### src/rtl/hdmi_scanout.sv
// rtl/hdmi_scanout.sv - video timing generator with VRAM scanout and aligned pixel pipeline
//
// Ports:
//   clk, rst_n           pixel clock, asynchronous active-low reset
//   enable               run scanout; 0 parks the raster at (0,0) with no reads
//   scale_mode[1:0]      0=1x 1=2x 2=4x 3=1x pixel replication (sampled at frame start)
//   base_addr[ADDR_W]    frame base word address (sampled at frame start)
//   vram_re/vram_addr    read strobe and address, driven in active-region cycles
//   vram_rdata[PIX_W]    read data, valid RD_LAT cycles after the strobe
//   pix_data/de          pixel and data enable, RD_LAT+1 cycles after the raster counters
//   hsync/vsync          syncs at HS_POL/VS_POL level, aligned with de
//   frame_start          one-cycle pulse on the first active pixel of each frame
//   h_pos/v_pos          raster position aligned with pix_data
//   tp_en                only with HDMI_SCANOUT_TESTPAT_EN: 8 vertical colour bars, no reads
module hdmi_scanout #(
    parameter int H_ACTIVE = 1280,
    parameter int H_FP     = 110,
    parameter int H_SYNC   = 40,
    parameter int H_BP     = 220,
    parameter int V_ACTIVE = 720,
    parameter int V_FP     = 5,
    parameter int V_SYNC   = 5,
    parameter int V_BP     = 20,
    parameter bit HS_POL   = 1'b1,
    parameter bit VS_POL   = 1'b1,
    parameter int ADDR_W   = 20,
    parameter int PIX_W    = 24,
    parameter int RD_LAT   = 1
) (
    input  logic              clk,
    input  logic              rst_n,
    input  logic              enable,
    input  logic [1:0]        scale_mode,
    input  logic [ADDR_W-1:0] base_addr,
`ifdef HDMI_SCANOUT_TESTPAT_EN
    input  logic              tp_en,
`endif
    output logic              vram_re,
    output logic [ADDR_W-1:0] vram_addr,
    input  logic [PIX_W-1:0]  vram_rdata,
    output logic [PIX_W-1:0]  pix_data,
    output logic              de,
    output logic              hsync,
    output logic              vsync,
    output logic              frame_start,
    output logic [11:0]       h_pos,
    output logic [11:0]       v_pos
);

    localparam int H_TOTAL = H_ACTIVE + H_FP + H_SYNC + H_BP;
    localparam int V_TOTAL = V_ACTIVE + V_FP + V_SYNC + V_BP;
    localparam int DEPTH   = RD_LAT + 1;

    localparam logic [11:0] H_ACT_C  = 12'(H_ACTIVE);
    localparam logic [11:0] H_LAST_C = 12'(H_TOTAL - 1);
    localparam logic [11:0] HS_BEG_C = 12'(H_ACTIVE + H_FP);
    localparam logic [11:0] HS_END_C = 12'(H_ACTIVE + H_FP + H_SYNC);
    localparam logic [11:0] V_ACT_C  = 12'(V_ACTIVE);
    localparam logic [11:0] V_LAST_C = 12'(V_TOTAL - 1);
    localparam logic [11:0] VS_BEG_C = 12'(V_ACTIVE + V_FP);
    localparam logic [11:0] VS_END_C = 12'(V_ACTIVE + V_FP + V_SYNC);

    // Words per source line for each scale: the line-start register advances by these.
    localparam logic [ADDR_W-1:0] STEP1 = ADDR_W'(H_ACTIVE);
    localparam logic [ADDR_W-1:0] STEP2 = ADDR_W'(H_ACTIVE >> 1);
    localparam logic [ADDR_W-1:0] STEP4 = ADDR_W'(H_ACTIVE >> 2);

    logic              run_q, run_d;
    logic [11:0]       h_cnt_q, h_cnt_d;
    logic [11:0]       v_cnt_q, v_cnt_d;
    logic [1:0]        scale_q, scale_d;
    logic [ADDR_W-1:0] line_base_q, line_base_d;
    logic [PIX_W-1:0]  pix_q, pix_d;

    logic              de_pipe_q   [DEPTH];
    logic              de_pipe_d   [DEPTH];
    logic              hs_pipe_q   [DEPTH];
    logic              hs_pipe_d   [DEPTH];
    logic              vs_pipe_q   [DEPTH];
    logic              vs_pipe_d   [DEPTH];
    logic              fs_pipe_q   [DEPTH];
    logic              fs_pipe_d   [DEPTH];
    logic [11:0]       hpos_pipe_q [DEPTH];
    logic [11:0]       hpos_pipe_d [DEPTH];
    logic [11:0]       vpos_pipe_q [DEPTH];
    logic [11:0]       vpos_pipe_d [DEPTH];

    logic              at_origin;
    logic [1:0]        scale_eff;
    logic [ADDR_W-1:0] line_base_eff;
    logic [1:0]        shift;
    logic [1:0]        vmask;
    logic [ADDR_W-1:0] step;
    logic              h_last;
    logic              v_last;
    logic              active;
    logic              read_ok;
    logic [ADDR_W-1:0] rd_addr;

`ifdef HDMI_SCANOUT_TESTPAT_EN
    localparam int          BAR_W      = (H_ACTIVE >= 8) ? (H_ACTIVE / 8) : 1;
    localparam logic [11:0] BAR_LAST_C = 12'(BAR_W - 1);

    logic [11:0] tp_px_q, tp_px_d;
    logic [2:0]  tp_bar_q, tp_bar_d;
    logic        tp_pipe_q  [RD_LAT];
    logic        tp_pipe_d  [RD_LAT];
    logic [2:0]  bar_pipe_q [RD_LAT];
    logic [2:0]  bar_pipe_d [RD_LAT];

    // White, yellow, cyan, green, magenta, red, blue, black.
    function automatic logic [23:0] bar_colour(input logic [2:0] idx);
        return {{8{~idx[1]}}, {8{~idx[2]}}, {8{~idx[0]}}};
    endfunction
`endif

    always_comb begin
        // At (0,0) the frame settings come straight from the inputs so the very
        // first read of a frame already uses them; elsewhere the shadows rule.
        at_origin     = (h_cnt_q == 12'd0) && (v_cnt_q == 12'd0);
        scale_eff     = at_origin ? scale_mode : scale_q;
        line_base_eff = at_origin ? base_addr : line_base_q;

        case (scale_eff)
            2'd1: begin
                shift = 2'd1;
                vmask = 2'b01;
                step  = STEP2;
            end
            2'd2: begin
                shift = 2'd2;
                vmask = 2'b11;
                step  = STEP4;
            end
            default: begin
                shift = 2'd0;
                vmask = 2'b00;
                step  = STEP1;
            end
        endcase

        h_last = (h_cnt_q == H_LAST_C);
        v_last = (v_cnt_q == V_LAST_C);
        active = run_q && (h_cnt_q < H_ACT_C) && (v_cnt_q < V_ACT_C);

`ifdef HDMI_SCANOUT_TESTPAT_EN
        read_ok = ~tp_en;
`else
        read_ok = 1'b1;
`endif

        rd_addr   = line_base_eff + ADDR_W'(h_cnt_q >> shift);
        vram_re   = active && read_ok;
        vram_addr = vram_re ? rd_addr : '0;

        // Raster counters: parked at (0,0) unless running on consecutive cycles,
        // so a fresh enable always starts a frame from the top-left.
        run_d       = enable;
        scale_d     = scale_eff;
        line_base_d = line_base_eff;
        h_cnt_d     = 12'd0;
        v_cnt_d     = 12'd0;
        if (enable && run_q) begin
            if (h_last) begin
                v_cnt_d = v_last ? 12'd0 : (v_cnt_q + 12'd1);
                // Move to the next source line once every 2^shift output lines.
                if (!v_last && ((v_cnt_q[1:0] & vmask) == vmask)) begin
                    line_base_d = line_base_eff + step;
                end
            end else begin
                h_cnt_d = h_cnt_q + 12'd1;
                v_cnt_d = v_cnt_q;
            end
        end

        de_pipe_d[0]   = active;
        hs_pipe_d[0]   = (run_q && (h_cnt_q >= HS_BEG_C) && (h_cnt_q < HS_END_C)) ? HS_POL : ~HS_POL;
        vs_pipe_d[0]   = (run_q && (v_cnt_q >= VS_BEG_C) && (v_cnt_q < VS_END_C)) ? VS_POL : ~VS_POL;
        fs_pipe_d[0]   = run_q && at_origin;
        hpos_pipe_d[0] = h_cnt_q;
        vpos_pipe_d[0] = v_cnt_q;
        for (int i = 1; i < DEPTH; i++) begin
            de_pipe_d[i]   = de_pipe_q[i-1];
            hs_pipe_d[i]   = hs_pipe_q[i-1];
            vs_pipe_d[i]   = vs_pipe_q[i-1];
            fs_pipe_d[i]   = fs_pipe_q[i-1];
            hpos_pipe_d[i] = hpos_pipe_q[i-1];
            vpos_pipe_d[i] = vpos_pipe_q[i-1];
        end

        // Stage RD_LAT-1 is the cycle in which the read data for that pixel is
        // on vram_rdata; blanking forces zero so stale data never leaks out.
        pix_d = de_pipe_q[RD_LAT-1] ? vram_rdata : '0;

`ifdef HDMI_SCANOUT_TESTPAT_EN
        // Bar index tracked by counting pixels within a bar rather than dividing.
        tp_px_d  = tp_px_q;
        tp_bar_d = tp_bar_q;
        if (!run_q || h_last) begin
            tp_px_d  = 12'd0;
            tp_bar_d = 3'd0;
        end else if (active) begin
            if (tp_px_q == BAR_LAST_C) begin
                tp_px_d = 12'd0;
                if (tp_bar_q != 3'd7) begin
                    tp_bar_d = tp_bar_q + 3'd1;
                end
            end else begin
                tp_px_d = tp_px_q + 12'd1;
            end
        end

        tp_pipe_d[0]  = tp_en && active;
        bar_pipe_d[0] = tp_bar_q;
        for (int i = 1; i < RD_LAT; i++) begin
            tp_pipe_d[i]  = tp_pipe_q[i-1];
            bar_pipe_d[i] = bar_pipe_q[i-1];
        end
        if (tp_pipe_q[RD_LAT-1]) begin
            pix_d = PIX_W'(bar_colour(bar_pipe_q[RD_LAT-1]));
        end
`endif
    end

    always_ff @(posedge clk or negedge rst_n) begin
        if (!rst_n) begin
            run_q       <= 1'b0;
            h_cnt_q     <= 12'd0;
            v_cnt_q     <= 12'd0;
            scale_q     <= 2'd0;
            line_base_q <= '0;
            pix_q       <= '0;
            for (int i = 0; i < DEPTH; i++) begin
                de_pipe_q[i]   <= 1'b0;
                hs_pipe_q[i]   <= ~HS_POL;
                vs_pipe_q[i]   <= ~VS_POL;
                fs_pipe_q[i]   <= 1'b0;
                hpos_pipe_q[i] <= 12'd0;
                vpos_pipe_q[i] <= 12'd0;
            end
`ifdef HDMI_SCANOUT_TESTPAT_EN
            tp_px_q  <= 12'd0;
            tp_bar_q <= 3'd0;
            for (int i = 0; i < RD_LAT; i++) begin
                tp_pipe_q[i]  <= 1'b0;
                bar_pipe_q[i] <= 3'd0;
            end
`endif
        end else begin
            run_q       <= run_d;
            h_cnt_q     <= h_cnt_d;
            v_cnt_q     <= v_cnt_d;
            scale_q     <= scale_d;
            line_base_q <= line_base_d;
            pix_q       <= pix_d;
            for (int i = 0; i < DEPTH; i++) begin
                de_pipe_q[i]   <= de_pipe_d[i];
                hs_pipe_q[i]   <= hs_pipe_d[i];
                vs_pipe_q[i]   <= vs_pipe_d[i];
                fs_pipe_q[i]   <= fs_pipe_d[i];
                hpos_pipe_q[i] <= hpos_pipe_d[i];
                vpos_pipe_q[i] <= vpos_pipe_d[i];
            end
`ifdef HDMI_SCANOUT_TESTPAT_EN
            tp_px_q  <= tp_px_d;
            tp_bar_q <= tp_bar_d;
            for (int i = 0; i < RD_LAT; i++) begin
                tp_pipe_q[i]  <= tp_pipe_d[i];
                bar_pipe_q[i] <= bar_pipe_d[i];
            end
`endif
        end
    end

    assign pix_data    = pix_q;
    assign de          = de_pipe_q[RD_LAT];
    assign hsync       = hs_pipe_q[RD_LAT];
    assign vsync       = vs_pipe_q[RD_LAT];
    assign frame_start = fs_pipe_q[RD_LAT];
    assign h_pos       = hpos_pipe_q[RD_LAT];
    assign v_pos       = vpos_pipe_q[RD_LAT];

endmodule

### config.mk
export PLATFORM = sky130hd
export DESIGN_NAME = hdmi_scanout
export DESIGN_NICKNAME = d
export VERILOG_FILES = /design/src/rtl/hdmi_scanout.sv
export SDC_FILE = /design/constraint.sdc
export NUM_CORES = 1
export LEC_CHECK = 0
export BUFFER_PORTS_ARGS = -buffer_cell sky130_fd_sc_hd__clkbuf_2
export CELL_PAD_IN_SITES_DETAIL_PLACEMENT = 1
export CELL_PAD_IN_SITES_GLOBAL_PLACEMENT = 2
export CORE_ASPECT_RATIO = 0.8
export CORE_UTILIZATION = 32
export DETAILED_ROUTE_END_ITERATION = 10
export PLACE_DENSITY = 0.81
export SLEW_MARGIN = 15
export SYNTH_ARGS = -nofsm -noshare
export SYNTH_HDL_FRONTEND = slang
export SYNTH_SLANG_ARGS = --single-unit
### constraint.sdc
create_clock -name clk -period 5.7 [get_ports clk]
set_input_delay 1.14 -clock clk [delete_from_list [all_inputs] [get_ports clk]]
set_output_delay 1.14 -clock clk [all_outputs]
set_load 0.05 [all_outputs]
==> out/results.md <==
| Metric | Reported |
| --- | --- |
| Run status | finished, violations left |
| Violations in the final reports | negative setup slack |
| Largest fanout of any net on the critical path | 9 |
| Depth of the worst register-to-register path | 17 |
| Logic depth of the worst path, buffers included | 17 |
| Clock buffer depth | 2 |
| Number of flops mapped to enable cells by yosys | 0 |
| Maximum resistive drop on vdd | 159 µV |
| Count of mapped cells out of synthesis | 570 |
| Reg clk slew, reported paths | 0.06 ns |
| Count of input and output buffers | 121 |
| HPWL after detailed placement | 13.2 mm |
| Antenna viol nets, final | 0 |
| Die width | 158 µm |
| Pre-antenna DRT Iters | 4 |
| Fraction of post-synthesis cell area in the top cell type by area | 51.1% |
| Flip-flop cell with the highest count after synthesis | sky130_fd_sc_hd__dfrtp_1 |
| Area contributors post-synth | sky130_fd_sc_hd__dfrtp_1, sky130_fd_sc_hd__ha_1, sky130_fd_sc_hd__nand2_1 |
| Die height | 127 µm |
| DRC violations left | 0 |
| Layout cell share with drive strength beyond 1 | 39.6% |
| Commonest cells after routing, fill and taps aside | sky130_fd_sc_hd__dfrtp_1, sky130_fd_sc_hd__clkbuf_2, sky130_fd_sc_hd__buf_4, sky130_fd_sc_hd__nand2_1, sky130_fd_sc_hd__and2_1 |
| Cell family contributing the most delay on the critical path | simple AND/OR/NAND/NOR gates |
| Post-synthesis cell area | 6220 µm² |
| Last weighted congestion value of the routability-driven placer | 0.832 |
| Post-cts hold buffer count | 0 |
| Max_slew headroom | 47.4% |
| Pwr Total | 2.49 mW |
| Syn_area_per_cell | 10.9 µm² |
| Synthesis warning total | 0 |
| Cell type contributing the most total cell area after synthesis | sky130_fd_sc_hd__dfrtp_1 |
| Die area | 20000 µm² |
| H-tree depth | 4 |
| Type of destination of the critical path | output pin |
| Number of filler cells placed in the layout | 2078 |
| Per-cell via count in the routed design | 5.05 |
| Most common cell after layout, fill and taps aside | sky130_fd_sc_hd__dfrtp_1 |
| Initial standard-cell utilization of the core | 32.8% |
| Synthesized Nets | 648 |
| First-pass GRT wire length | 29.1 mm |
| Share of synthesized flip-flops with an asynchronous set or reset | 100% |
| Detailed Route Iter0 Violations | 240 |
| Combinational family with the most area after synthesis | simple AND/OR/NAND/NOR gates |
| Synth Area in Adders | 6.08% |
| TritonCTS clock tree | built |
| Synth-to-layout area growth | 39.5% |
| Proportion of synthesized area in mux cells | 6.14% |
| Class of the worst hold path | flip-flop to flip-flop |
| Post-Route Skew | 0.0153 ns |
| Post-synthesis share of cell area spent on xor and xnor gates | 4.65% |
| Number of distinct standard cells referenced by the synthesized netlist | 64 |
| Data arrival time of the worst path | 4.67 ns |
| PwrDens | 287 nW/µm² |
| Flops & latches, synth | 127 |
| Initial antenna violation count | 0 |
| Min Tclk post-route | 5.81 ns |
| Proportion of synthesized chip area in sequential cells | 51.1% |
| Crit share post-route | 102% |
| Number of rows created at floorplan | 45 |
| Total global routing overflow | 0 |
| Post-layout nets | 822 |
| Total number of clock tree sinks | 127 |
| Worst path max stage delay | 0.57 ns |
| Instance count along the most critical hold path | 0 |
| Worst path setup slack after routing | -0.110 ns |
| Number of CTS-inserted buffers | 17 |
| Total global routing track utilization | 19.3% |
| Worst skew pair latency | 0.43 ns |
| Crit path kind | flip-flop to output pin |
| Max_cap viols | 0 |
| Cells traversed along the worst timing path | or4_4 > or3_4 > nor2_4 > nand2_1 > nand2_2 > ha_4 > buf_4 > mux2i_2 > a21oi_1 > ha_1 > or2_2 > o221ai_2 > o211a_4 > o21ai_4 > buf_6 > a41o_2 > buf_12 |
| RSZ-0062 raised after global routing | yes |
| Count of buffer and inverter cells on the critical path | 3 |
| Transition at the pin with the smallest max-transition slack | 0.789 ns |
| Count of final setup violators | 9 |
| Share of the synthesized area in compound gates (AO/OA/AOI/OAI) | 10.6% |
| Hold Violations, Final | 0 |
| Kind of launch point of the worst setup path | flip-flop |
| Via count of the first global-routing pass | 5317 |
| Total via count in the routed design | 5124 |
| Slowest cell on crit path | sky130_fd_sc_hd__or4_4 |
| Simple-gate share of the synthesized area | 18.4% |
| # diodes | 0 |
| Ports | 122 |
| Max-slew violations | 0 |
| Total wire length after detailed routing | 18.6 mm |
| End-of-flow core utilization | 45.7% |
| Clock Tree Root | sky130_fd_sc_hd__clkbuf_16 |
| Average routed wire per standard cell | 18.3 µm |
| Std-Cell Core Area | 19000 µm² |
| Data required time of the critical path | 4.56 ns |
| Max Clock Freq | 172 MHz |
| Pin count of the biggest net entering global routing | 61 |
| Static leakage | 4.07 nW |
## metrics by stage
step | hold slack [ns] | setup TNS, ns | cell area, µm² | setup slack, ns | std cells
floorplan | 0.331 | -0.263 | 6420 | -0.137 | 570
finish | 0.347 | -0.738 | 8670 | -0.110 | 1015
detailed placement | 0.336 | -0.157 | 7570 | -0.0953 | 956
global route | 0.356 | -2.83 | 8670 | -0.280 | 1015
CTS | 0.349 | -1.06 | 8490 | -0.150 | 1005
global placement | 0.337 | 0 | 7570 | 0.127 | 956
## final timing paths
path,startpoint,to,slack (ns)
setup / recovery,v_cnt_q[2],vram_addr[19],-0.11
hold / removal,vpos_pipe_d[11],v_pos[11],0.35
setup reg to reg,v_cnt_q[2],line_base_q[14],1.38
hold reg to reg,vpos_pipe_d[11],v_pos[11],0.35
max in group asynchronous,rst_n,v_cnt_q[1],3.90
min in group asynchronous,rst_n,de,0.64
## report_power, final
group          total (mW)  leakage, nW  internal [mW]  switching [mW]
Combinational       0.466         2.10          0.179           0.288
Clock                1.08        0.287          0.665           0.411
Sequential          0.947         1.69          0.931          0.0158
Total                2.49         4.07           1.77           0.714
## kinds of logic (layout without fill, tap and decap cells)
| group | count (synthesis) | in the layout |
|---|---|---|
| XOR/XNOR | 33 | 33 |
| AO/OA/AOI/OAI | 100 | 100 |
| adder cells (fa/ha/maj) | 29 | 29 |
| flip-flops | 127 | 127 |
| multiplexers | 28 | 28 |
| buffers and inverters | 42 | 229 |
| AND/OR/NAND/NOR | 211 | 211 |
## flip-flops by register name, summed over array words and instances (netlist names), 2 cells and up
signal,count
h_cnt_q,12
h_pos,12
hpos_pipe_d,12
line_base_q,20
pix_data,24
scale_q,2
v_cnt_q,12
v_pos,12
vpos_pipe_d,12
## per-layer routing
metal  GRT usage (%)  vias to the layer above  part of all wire, %
li1                -                     2359                    -
met1            25.8                     2597                   46
met2            30.0                      152                   46
met3            5.47                       16                  7.1
met4            6.34                        0                  1.0
met5               0                        -                    0
## repair_timing
item                       in CTS  in global routing
pin swaps                      39                 16
setup buffers                  17                 10
setup endpoints to repair      14                 16
resized for setup              38                 24
## area by class of cell
class / instances / area (µm²) / area share [%]
Inverter: 15 / 56.3 / 0.649
Clock buffer: 23 / 498 / 5.74
Timing Repair Buffer: 182 / 1250 / 14.4
Multi-Input combinational cell: 401 / 3270 / 37.7
Clock inverter: 9 / 97.6 / 1.13
Sequential cell: 127 / 3180 / 36.7
Tap cell: 258 / 323 / 3.72
## Yosys cell counts, types with 3 or more instances
library cell                 n
sky130_fd_sc_hd__xnor2_1    15
sky130_fd_sc_hd__inv_1      15
sky130_fd_sc_hd__nand3_1    22
sky130_fd_sc_hd__xor2_1     18
sky130_fd_sc_hd__a21o_1     10
sky130_fd_sc_hd__a211oi_1    9
sky130_fd_sc_hd__nor2b_1     6
sky130_fd_sc_hd__o21ai_0    24
sky130_fd_sc_hd__clkbuf_1   15
sky130_fd_sc_hd__buf_2       6
sky130_fd_sc_hd__dfrtp_1   127
sky130_fd_sc_hd__o31ai_1     4
sky130_fd_sc_hd__o21a_1      3
sky130_fd_sc_hd__and2_1     31
sky130_fd_sc_hd__ha_1       27
sky130_fd_sc_hd__mux2_2      7
sky130_fd_sc_hd__mux2i_1    13
sky130_fd_sc_hd__nand4_1    15
sky130_fd_sc_hd__or2_2       3
sky130_fd_sc_hd__and3_1     10
sky130_fd_sc_hd__a31oi_1     5
sky130_fd_sc_hd__a21oi_1    26
sky130_fd_sc_hd__nor3_1      6
sky130_fd_sc_hd__nor3b_1     5
sky130_fd_sc_hd__mux4_2      7
sky130_fd_sc_hd__nor2_1     32
sky130_fd_sc_hd__nand2_1    59
(Power assumes the default switching activity.)
